**src/rtl/ldl_rr_req_queue_if.sv**
```systemverilog
// Handshake bundle between the ingress/arbiter side and the queue bank.
// master drives push_* and ack; slave returns push_ready, req, icos, full, occupancy.
interface ldl_rr_req_queue_if #(
    parameter int BIN_WIDTH   = 3,
    parameter int COS_WIDTH   = 2,
    parameter int DEPTH_WIDTH = 2
);
    localparam int REQ_WIDTH = 1 << BIN_WIDTH;
    localparam int OCC_WIDTH = BIN_WIDTH + DEPTH_WIDTH + 1;

    logic                                 push_valid;
    logic [BIN_WIDTH-1:0]                 push_bin;
    logic [COS_WIDTH-1:0]                 push_cos;
    logic                                 push_ready;
    logic [REQ_WIDTH-1:0]                 req;
    logic [REQ_WIDTH-1:0][COS_WIDTH-1:0] icos;
    logic [REQ_WIDTH-1:0]                 ack;
    logic [REQ_WIDTH-1:0]                 full;
    logic [OCC_WIDTH-1:0]                 occupancy;

    modport master (
        output push_valid, push_bin, push_cos, ack,
        input  push_ready, req, icos, full, occupancy
    );

    modport slave (
        input  push_valid, push_bin, push_cos, ack,
        output push_ready, req, icos, full, occupancy
    );
endinterface

```
**src/rtl/ldl_rr_req_queue.sv**
```systemverilog
// Per-requester ingress FIFO bank feeding a round-robin arbiter.
// Ports: clk, rst (sync active-low), q (slave: push handshake, req/icos/ack, full, occupancy).
module ldl_rr_req_queue #(
    parameter int BIN_WIDTH   = 3,
    parameter int COS_WIDTH   = 2,
    parameter int DEPTH_WIDTH = 2
) (
    input  logic               clk,
    input  logic               rst,
    ldl_rr_req_queue_if.slave  q
);
    localparam int REQ_WIDTH = 1 << BIN_WIDTH;
    localparam int DEPTH     = 1 << DEPTH_WIDTH;
    localparam int CNT_W     = DEPTH_WIDTH + 1;
    localparam int OCC_W     = BIN_WIDTH + DEPTH_WIDTH + 1;

    logic [COS_WIDTH-1:0]   mem  [REQ_WIDTH][DEPTH];
    logic [DEPTH_WIDTH-1:0] rptr [REQ_WIDTH];
    logic [DEPTH_WIDTH-1:0] wptr [REQ_WIDTH];
    logic [CNT_W-1:0]       cnt  [REQ_WIDTH];
    logic [OCC_W-1:0]       occ;

    logic [REQ_WIDTH-1:0]                 req_v;
    logic [REQ_WIDTH-1:0]                 full_v;
    logic [REQ_WIDTH-1:0][COS_WIDTH-1:0] icos_v;
    logic [REQ_WIDTH-1:0]                 push_hit;
    logic [REQ_WIDTH-1:0]                 pop_hit;
    logic [OCC_W-1:0]                     npop;
    logic                                 push_ok;

    always_comb begin
        req_v  = '0;
        full_v = '0;
        icos_v = '0;
        for (int i = 0; i < REQ_WIDTH; i++) begin
            req_v[i]  = (cnt[i] != '0);
            full_v[i] = (cnt[i] == CNT_W'(DEPTH));
            if (req_v[i])
                icos_v[i] = mem[i][rptr[i]];
        end
    end

    // Fullness is judged on the registered count, so a same-cycle
    // pop never opens room for a push into a full queue.
    assign push_ok = q.push_valid && !full_v[q.push_bin];

    always_comb begin
        push_hit = '0;
        pop_hit  = q.ack & req_v;
        npop     = '0;
        for (int i = 0; i < REQ_WIDTH; i++) begin
            push_hit[i] = push_ok && (q.push_bin == BIN_WIDTH'(i));
            npop        = npop + OCC_W'(pop_hit[i]);
        end
    end

    always_ff @(posedge clk) begin
        for (int i = 0; i < REQ_WIDTH; i++) begin
            if (push_hit[i])
                mem[i][wptr[i]] <= q.push_cos;
        end
    end

    always_ff @(posedge clk) begin
        if (!rst) begin
            for (int i = 0; i < REQ_WIDTH; i++) begin
                rptr[i] <= '0;
                wptr[i] <= '0;
                cnt[i]  <= '0;
            end
            occ <= '0;
        end else begin
            for (int i = 0; i < REQ_WIDTH; i++) begin
                if (push_hit[i])
                    wptr[i] <= wptr[i] + 1'b1;
                if (pop_hit[i])
                    rptr[i] <= rptr[i] + 1'b1;
                case ({push_hit[i], pop_hit[i]})
                    2'b10:   cnt[i] <= cnt[i] + 1'b1;
                    2'b01:   cnt[i] <= cnt[i] - 1'b1;
                    default: cnt[i] <= cnt[i];
                endcase
            end
            occ <= occ + OCC_W'(push_ok) - npop;
        end
    end

    assign q.push_ready = ~full_v[q.push_bin];
    assign q.req        = req_v;
    assign q.icos       = icos_v;
    assign q.full       = full_v;
    assign q.occupancy  = occ;
endmodule

```
**src/flat_wrapper.sv**
```systemverilog
// flat-port wrapper written by rule: the top's interface ports become plain ports
module ldl_rr_req_queue_flat 
#(
    parameter int BIN_WIDTH   = 3,
    parameter int COS_WIDTH   = 2,
    parameter int DEPTH_WIDTH = 2
)
  (clk, rst, q_push_valid, q_push_bin, q_push_cos, q_ack, q_push_ready, q_req, q_icos, q_full, q_occupancy);
  ldl_rr_req_queue_if #(.BIN_WIDTH(BIN_WIDTH), .COS_WIDTH(COS_WIDTH), .DEPTH_WIDTH(DEPTH_WIDTH)) q_i ();
  input  logic clk;
  input  logic rst;
  input wire logic [$bits(q_i.push_valid)-1:0] q_push_valid;
  input wire logic [$bits(q_i.push_bin)-1:0] q_push_bin;
  input wire logic [$bits(q_i.push_cos)-1:0] q_push_cos;
  input wire logic [$bits(q_i.ack)-1:0] q_ack;
  output wire logic [$bits(q_i.push_ready)-1:0] q_push_ready;
  output wire logic [$bits(q_i.req)-1:0] q_req;
  output wire logic [$bits(q_i.icos)-1:0] q_icos;
  output wire logic [$bits(q_i.full)-1:0] q_full;
  output wire logic [$bits(q_i.occupancy)-1:0] q_occupancy;
  assign q_i.push_valid = q_push_valid;
  assign q_i.push_bin = q_push_bin;
  assign q_i.push_cos = q_push_cos;
  assign q_i.ack = q_ack;
  assign q_push_ready = q_i.push_ready;
  assign q_req = q_i.req;
  assign q_icos = q_i.icos;
  assign q_full = q_i.full;
  assign q_occupancy = q_i.occupancy;
  ldl_rr_req_queue #(.BIN_WIDTH(BIN_WIDTH), .COS_WIDTH(COS_WIDTH), .DEPTH_WIDTH(DEPTH_WIDTH)) u_core (.clk(clk), .rst(rst), .q(q_i));
endmodule
```
**config.mk**
```make
export PLATFORM = sky130hd
export DESIGN_NAME = ldl_rr_req_queue_flat
export DESIGN_NICKNAME = d
export VERILOG_FILES = /design/src/rtl/ldl_rr_req_queue_if.sv /design/src/rtl/ldl_rr_req_queue.sv /design/src/flat_wrapper.sv
export SDC_FILE = /design/constraint.sdc
export NUM_CORES = 1
export LEC_CHECK = 0
export ABC_AREA = 0
export CAP_MARGIN = 15
export CORE_ASPECT_RATIO = 0.7
export CORE_MARGIN = 5
export CORE_UTILIZATION = 59
export CTS_BUF_LIST = sky130_fd_sc_hd__clkbuf_16
export CTS_CLUSTER_DIAMETER = 30
export DETAILED_ROUTE_END_ITERATION = 8
export PLACE_DENSITY = 0.77
export SLEW_MARGIN = 20
export SYNTH_ARGS = -nofsm -noshare
export SYNTH_HDL_FRONTEND = slang
export SYNTH_SLANG_ARGS = --single-unit
```
**constraint.sdc**
```tcl
create_clock -name clk -period 5 [get_ports clk]
set_input_delay 1 -clock clk [delete_from_list [all_inputs] [get_ports clk]]
set_output_delay 1 -clock clk [all_outputs]
set_load 0.01 [all_outputs]
```
## After elaboration in Yosys (flattened, before gate mapping)

Memories as Yosys holds them, arrays and structs flattened.
Cells that the tools add are included.

- Add/subtract/negate cells: 41
- Multipliers: 0
- Div/mod/pow operators: 0
- Order comparisons: 25
- Equal/unequal tests: 31
- Shifts and indexed selects: 0
- Mux-type cells: 240
- Bitwise operators: 58
- Reductions and logical operators: 42

Operators with widths:

| operator | number |
|---|---|
| 8-bit two-way mux | 22 |
| 1-bit two-way mux | 122 |
| 2-bit two-way mux | 48 |
| 3-bit two-way mux | 31 |
| 8-bit OR reduction | 7 |
| 3-bit greater-or-equal comparator (second input constant) | 16 |
| 2-bit NOT with 3-bit output | 16 |
| 6-bit by 1-bit adder with 6-bit output | 7 |
| 1-bit bitwise OR | 40 |
| 3-bit == test (second input constant) | 12 |
| 2-bit by 1-bit adder with 2-bit output (second input constant) | 16 |
| 2-bit binary-select mux with 2-bit select | 8 |
| 2-bit demux with 2-bit select | 8 |
| 3-bit by 1-bit adder with 3-bit output (second input constant) | 8 |
| 3-bit by 1-bit less-than comparator with 1-bit output (second input constant) | 8 |
| 3-bit nonzero test | 8 |
| 3-bit by 1-bit subtractor with 3-bit output (second input constant) | 8 |
| 1-bit logical AND | 17 |
| 2-bit by 1-bit == test with 1-bit output (second input constant) | 8 |
| 2-bit == test (second input constant) | 8 |
| 2-bit OR reduction | 8 |
| 8-bit AND | 1 |
| 3-bit by 2-bit == test with 1-bit output (second input constant) | 2 |
| 6-bit subtractor | 1 |
| 7 further kinds | 7 |

- Flip-flop bits (word level): 6
- Latch bits: 0
- RAM bits: 120
- ROM bits: 0
- Input port bits: 16
- Memories kept: 4

Memory list:

| memory | depth | bits a word | read ports | clocked after memory_dff | write ports | RTL line | RTL |
|---|---|---|---|---|---|---|---|
| u_core.mem | 8 | 8 | 8 | 0 | 1 | ldl_rr_req_queue.sv:17 | `logic [COS_WIDTH-1:0] mem [REQ_WIDTH][DEPTH];` |
| u_core.cnt | 8 | 3 | 8 | 0 | 8 | ldl_rr_req_queue.sv:20 | `logic [CNT_W-1:0] cnt [REQ_WIDTH];` |
| u_core.rptr | 8 | 2 | 8 | 0 | 8 | ldl_rr_req_queue.sv:18 | `logic [DEPTH_WIDTH-1:0] rptr [REQ_WIDTH];` |
| u_core.wptr | 8 | 2 | 8 | 0 | 8 | ldl_rr_req_queue.sv:19 | `logic [DEPTH_WIDTH-1:0] wptr [REQ_WIDTH];` |

## Depth between registers and ports, before layout

An unclocked memory read counts as a cell.

- Word-level depth: 17
- Mapped depth: 19

## Worst setup path before layout

OpenSTA, ideal clock, no wires.

- Kind: input-to-reg
- Start: input port q_push_bin[0]
- End: register u_core.occ[3] (netlist: u_core.q.occupancy[3])
- Data arrival time: 4.510 ns
- Data required time: 4.885 ns
- Path slack: 0.375 ns
- Stages on the path: 16
- Path buffers: 2
- Path through: buf_6 or3_4 o32ai_4 a311oi_4 buf_6 nand2b_1 fa_1 inv_1 fa_1 fa_1 inv_1 fa_1 inv_1 ha_1 fa_1 and2_1

- Longest elaborated chain between the ends: 6

RTL lines:

| element | RTL line | RTL |
|---|---|---|
| start, declared | flat_wrapper.sv:13 | `input wire logic [$bits(q_i.push_bin)-1:0] q_push_bin;` |
| 1-bit binary-select mux with 3-bit select | ldl_rr_req_queue.sv:45 | `assign push_ok = q.push_valid && !full_v[q.push_bin];` |
| 1-bit two-way mux (implied by the code) | ldl_rr_req_queue.sv:45 |  |
| 1-bit zero test | ldl_rr_req_queue.sv:45 |  |
| 1-bit logical AND | ldl_rr_req_queue.sv:45 |  |
| 6-bit by 1-bit adder with 6-bit output | ldl_rr_req_queue.sv:84 | `occ <= occ + OCC_W'(push_ok) - npop;` |
| 6-bit subtractor | ldl_rr_req_queue.sv:84 |  |
| end signal, assigned | ldl_rr_req_queue.sv:84 |  |
| end, declared | ldl_rr_req_queue.sv:21 | `logic [OCC_W-1:0] occ;` |

Every way passes these cells. The select of a mux whose other input is x is not followed.
A chain may end at the register's enable or synchronous reset.

## Worst setup path after layout

- Start: input port q_push_bin[1]
- End: register u_core.occ[3] (netlist: u_core.q.occupancy[3])

The elaborated chain is that of the path after synthesis.

==> insert_results.sql <==
INSERT INTO impl_metrics (metric_group, metric, value, unit) VALUES
('timing', 'timing.slew.headroom', '37.74', '%'),
('placement', 'final_replace_weighted_congestion', '0.8009', ''),
('detailed_routing', 'detailedRoute.firstPassIterationCount', '5', ''),
('min_path', 'hp-class', 'reg2reg', ''),
('synth', 'yosys_register_bits', '126', ''),
('timing', 'finalWorstPathRequiredPeriod', '4660', 'ps'),
('clock_tree', 'numCtsBuffers', '17', ''),
('die', 'floorplan.rows', '33', ''),
('clock_tree', 'post_cts_sizing', '0', ''),
('setup_path', 'end_kind', 'flip-flop', ''),
('synth', 'syn_avg_cell_area', '12.74', 'µm²'),
('die', 'dieWidth', '142.0', 'µm'),
('clock_tree', 'ctsHtreeMaxLevel', '4', ''),
('clock_tree', 'max-clock-path-buffers', '2', ''),
('synth', 'postSynthNetCount', '657', ''),
('placement', 'postPlaceCellArea', '7900', 'µm²'),
('pwr', 'p_per_area', '396.8', 'nW/µm²'),
('die', 'die-area', '14550', 'µm²'),
('timing', 'part_of_the_cycle_the_worst_path_needs', '93.20', '%'),
('finish', 'finalCoreUtilization', '71.45', '%'),
('setup_path', 'worstPathBufferInverterCount', '5', ''),
('job', 'drv.max_cap_violation_count', '0', ''),
('detailed_routing', 'antenna_viol_nets_final', '0', ''),
('setup_path', 'cpPeakStageDelay', '500', 'ps'),
('finish', 'final.fill_count', '820', ''),
('detailed_routing', 'via_count', '4273', ''),
('synth', 'synth.distinct_cells', '49', ''),
('synth', 'synth_largest_type_area_fraction', '50.06', '%'),
('placement', 'post-dp-hpwl', '9474', 'µm'),
('detailed_routing', 'detail_route.wirelength', '13090', 'µm'),
('run_status', 'result_of_the_run', 'finished, final reports clean', ''),
('die', 'number_of_top_level_pins', '55', ''),
('detailed_routing', 'detailedRoute.firstIterationViolations', '204', ''),
('placement', 'port_buffers', '54', ''),
('finish', 'antenna_cells', '0', ''),
('setup_path', 'cpMostUsedCell', 'fa_1', ''),
('timing', 'max_clock_freq', '214.6', 'MHz'),
('die', 'die_h', '102.4', 'µm'),
('clock_tree', 'numClockSinks', '126', ''),
('clock_tree', 'postCtsHoldBufs', '0', ''),
('clock_tree', 'tritoncts', 'built', ''),
('clock_tree', 'clk_pin_slew', '50', 'ps'),
('clock_tree', 'clock_root_buffer', 'clkbuf_16', ''),
('finish', 'regArea', '3724', 'µm²'),
('synth', 'cell_taking_the_most_area_after_synthesis', 'edfxtp_1', ''),
('synth', 'synth-edff-count', '120', ''),
('synth', 'synth_seq_area_share', '51.73', '%'),
('finish', 'finalNonFillerCells', '801', ''),
('synth', 'synth_cells', '565', ''),
('timing', 'clock_skew', '6.387', 'ps'),
('global_routing', 'global_route_wire_length_before_repair', '21650', 'µm'),
('global_routing', 'overflow', '0', ''),
('finish', 'design.final.nets', '724', ''),
('timing', 'unrepaired_setup_endpoints_after_global_routing', 'false', ''),
('setup_path', 'setup_crit_path_kind', 'in2reg', ''),
('timing', 'worst_pin_slew', '933.8', 'ps'),
('synth', 'synth_warnings', '0', ''),
('detailed_routing', 'wire_per_inst', '16.34', 'µm'),
('pwr', 'leakagePower', '3.337', 'nW'),
('global_routing', 'grtUsageTotal', '19.37', '%'),
('setup_path', 'crit_path_max_fanout', '5', ''),
('pwr', 'max-vdd-ir-drop', '0.2575', 'mV'),
('global_routing', 'grt_pass1_vias', '4355', ''),
('global_routing', 'initial_antenna_violation_count', '0', ''),
('timing', 'timing.final.setup_violations', '0', ''),
('setup_path', 'critical_path_cell_sequence', 'clkdlybuf4s50_1, buf_4, nor4bb_1, o21bai_1, a311oi_4, nand2b_1, fa_1, inv_1, fa_1, fa_1, inv_1, fa_1, inv_1, ha_1, fa_1, and2_1', ''),
('clock_tree', 'cts_setup_buffers', '0', ''),
('setup_path', 'crit_path_top_delay_cell', 'clkdlybuf4s50_1', ''),
('pwr', 'power.total', '3.348', 'mW'),
('synth', 'synth_area', '7198', 'µm²'),
('placement', 'numPlacedInstances', '770', '');
==> layer usage <==
| layer | vias up | wire length [µm] | track usage, % |
|---|---|---|---|
| met1 | 2094 | 6253 | 26.36 |
| met4 | 0 | 161 | 5.457 |
| li1 | 2084 | - | - |
| met3 | 15 | 500 | 5.613 |
| met5 | - | 0 | 0 |
| met2 | 80 | 6176 | 30.84 |
==> through the flow <==
step | TNS [ps] | hold slack, ps | setup slack [ps]
after floorplan | 0 | 567.1 | 375.0
after global placement | 0 | 593.2 | 37.84
after detailed placement | -105.0 | 599.8 | -105.0
after CTS | 0 | 604.7 | 319.0
after global routing | 0 | 634.3 | 180.2
final | 0 | 608.5 | 339.9
==> state kept, by name (all words and copies together) (netlist names) <==
signal and cells:
u_core.q.occupancy 6, u_core.cnt 24, u_core.rptr 16, u_core.wptr 16, u_core.mem 64
==> area by class of cell <==
| type | count | area share [%] |
|---|---|---|
| flip-flops and latches | 126 | 44.13 |
| clock inverters | 14 | 1.320 |
| multi-input cells | 357 | 37.16 |
| inverters | 67 | 2.981 |
| repair buffers | 63 | 7.030 |
| clock buffers | 17 | 5.042 |
| well taps | 157 | 2.328 |
==> report_power, final <==
group          internal (mW)  switching, mW  total, mW
registers               1.26         0.0841       1.35
clock network          0.711          0.420       1.13
logic                  0.442          0.427      0.869
total                   2.42          0.931       3.35
==> placed cells by master, fill, tap and decap left out, types with 9 or more instances in the layout <==
cell type	Yosys	routed
xnor2_1	10	10
ha_1	62	62
nor2_1	44	44
inv_1	66	69
and2_1	53	53
xor2_1	11	11
mux4_2	16	16
nand2_1	35	35
nor2b_1	13	13
fa_1	14	14
clkbuf_16	0	17
clkdlybuf4s50_1	0	51
buf_4	0	9
edfxtp_1	120	120
==> logic make-up after synthesis <==
group,after synthesis,synth area share (%)
AND/OR/NAND/NOR,208,16.88
flip-flops,126,51.73
buffers and inverters,82,4.711
adder cells (fa/ha/maj),76,14.67
AO/OA/AOI/OAI,35,4.311
XOR/XNOR,21,2.555
multiplexers,17,5.145
==> worst paths after layout <==
kind                     from                    end  slack [ps]  depth (start not counted)
max             q_push_bin[1]  u_core.q.occupancy[3]         340                         16
min          u_core.cnt[5][0]       u_core.cnt[5][0]         610                          1
min reg2reg  u_core.cnt[5][0]       u_core.cnt[5][0]         610                          1
max reg2reg  u_core.cnt[0][0]  u_core.q.occupancy[3]         790                         14
==> cells in the mapped netlist, drive strengths merged, types with 2 or more instances <==
cell type	count
a21boi	3
a21oi	6
and2	53
and3	7
buf	5
clkbuf	10
dfxtp	6
edfxtp	120
fa	14
ha	62
inv	67
mux4	16
nand2	35
nand2b	8
nand3	6
nor2	44
nor2b	13
nor3	6
nor3b	16
nor4bb	5
o21ai	11
o31ai	5
o32a	2
o32ai	2
or2	3
or3	8
xnor2	10
xor2	11
Power figures use the tool's default switching activity.
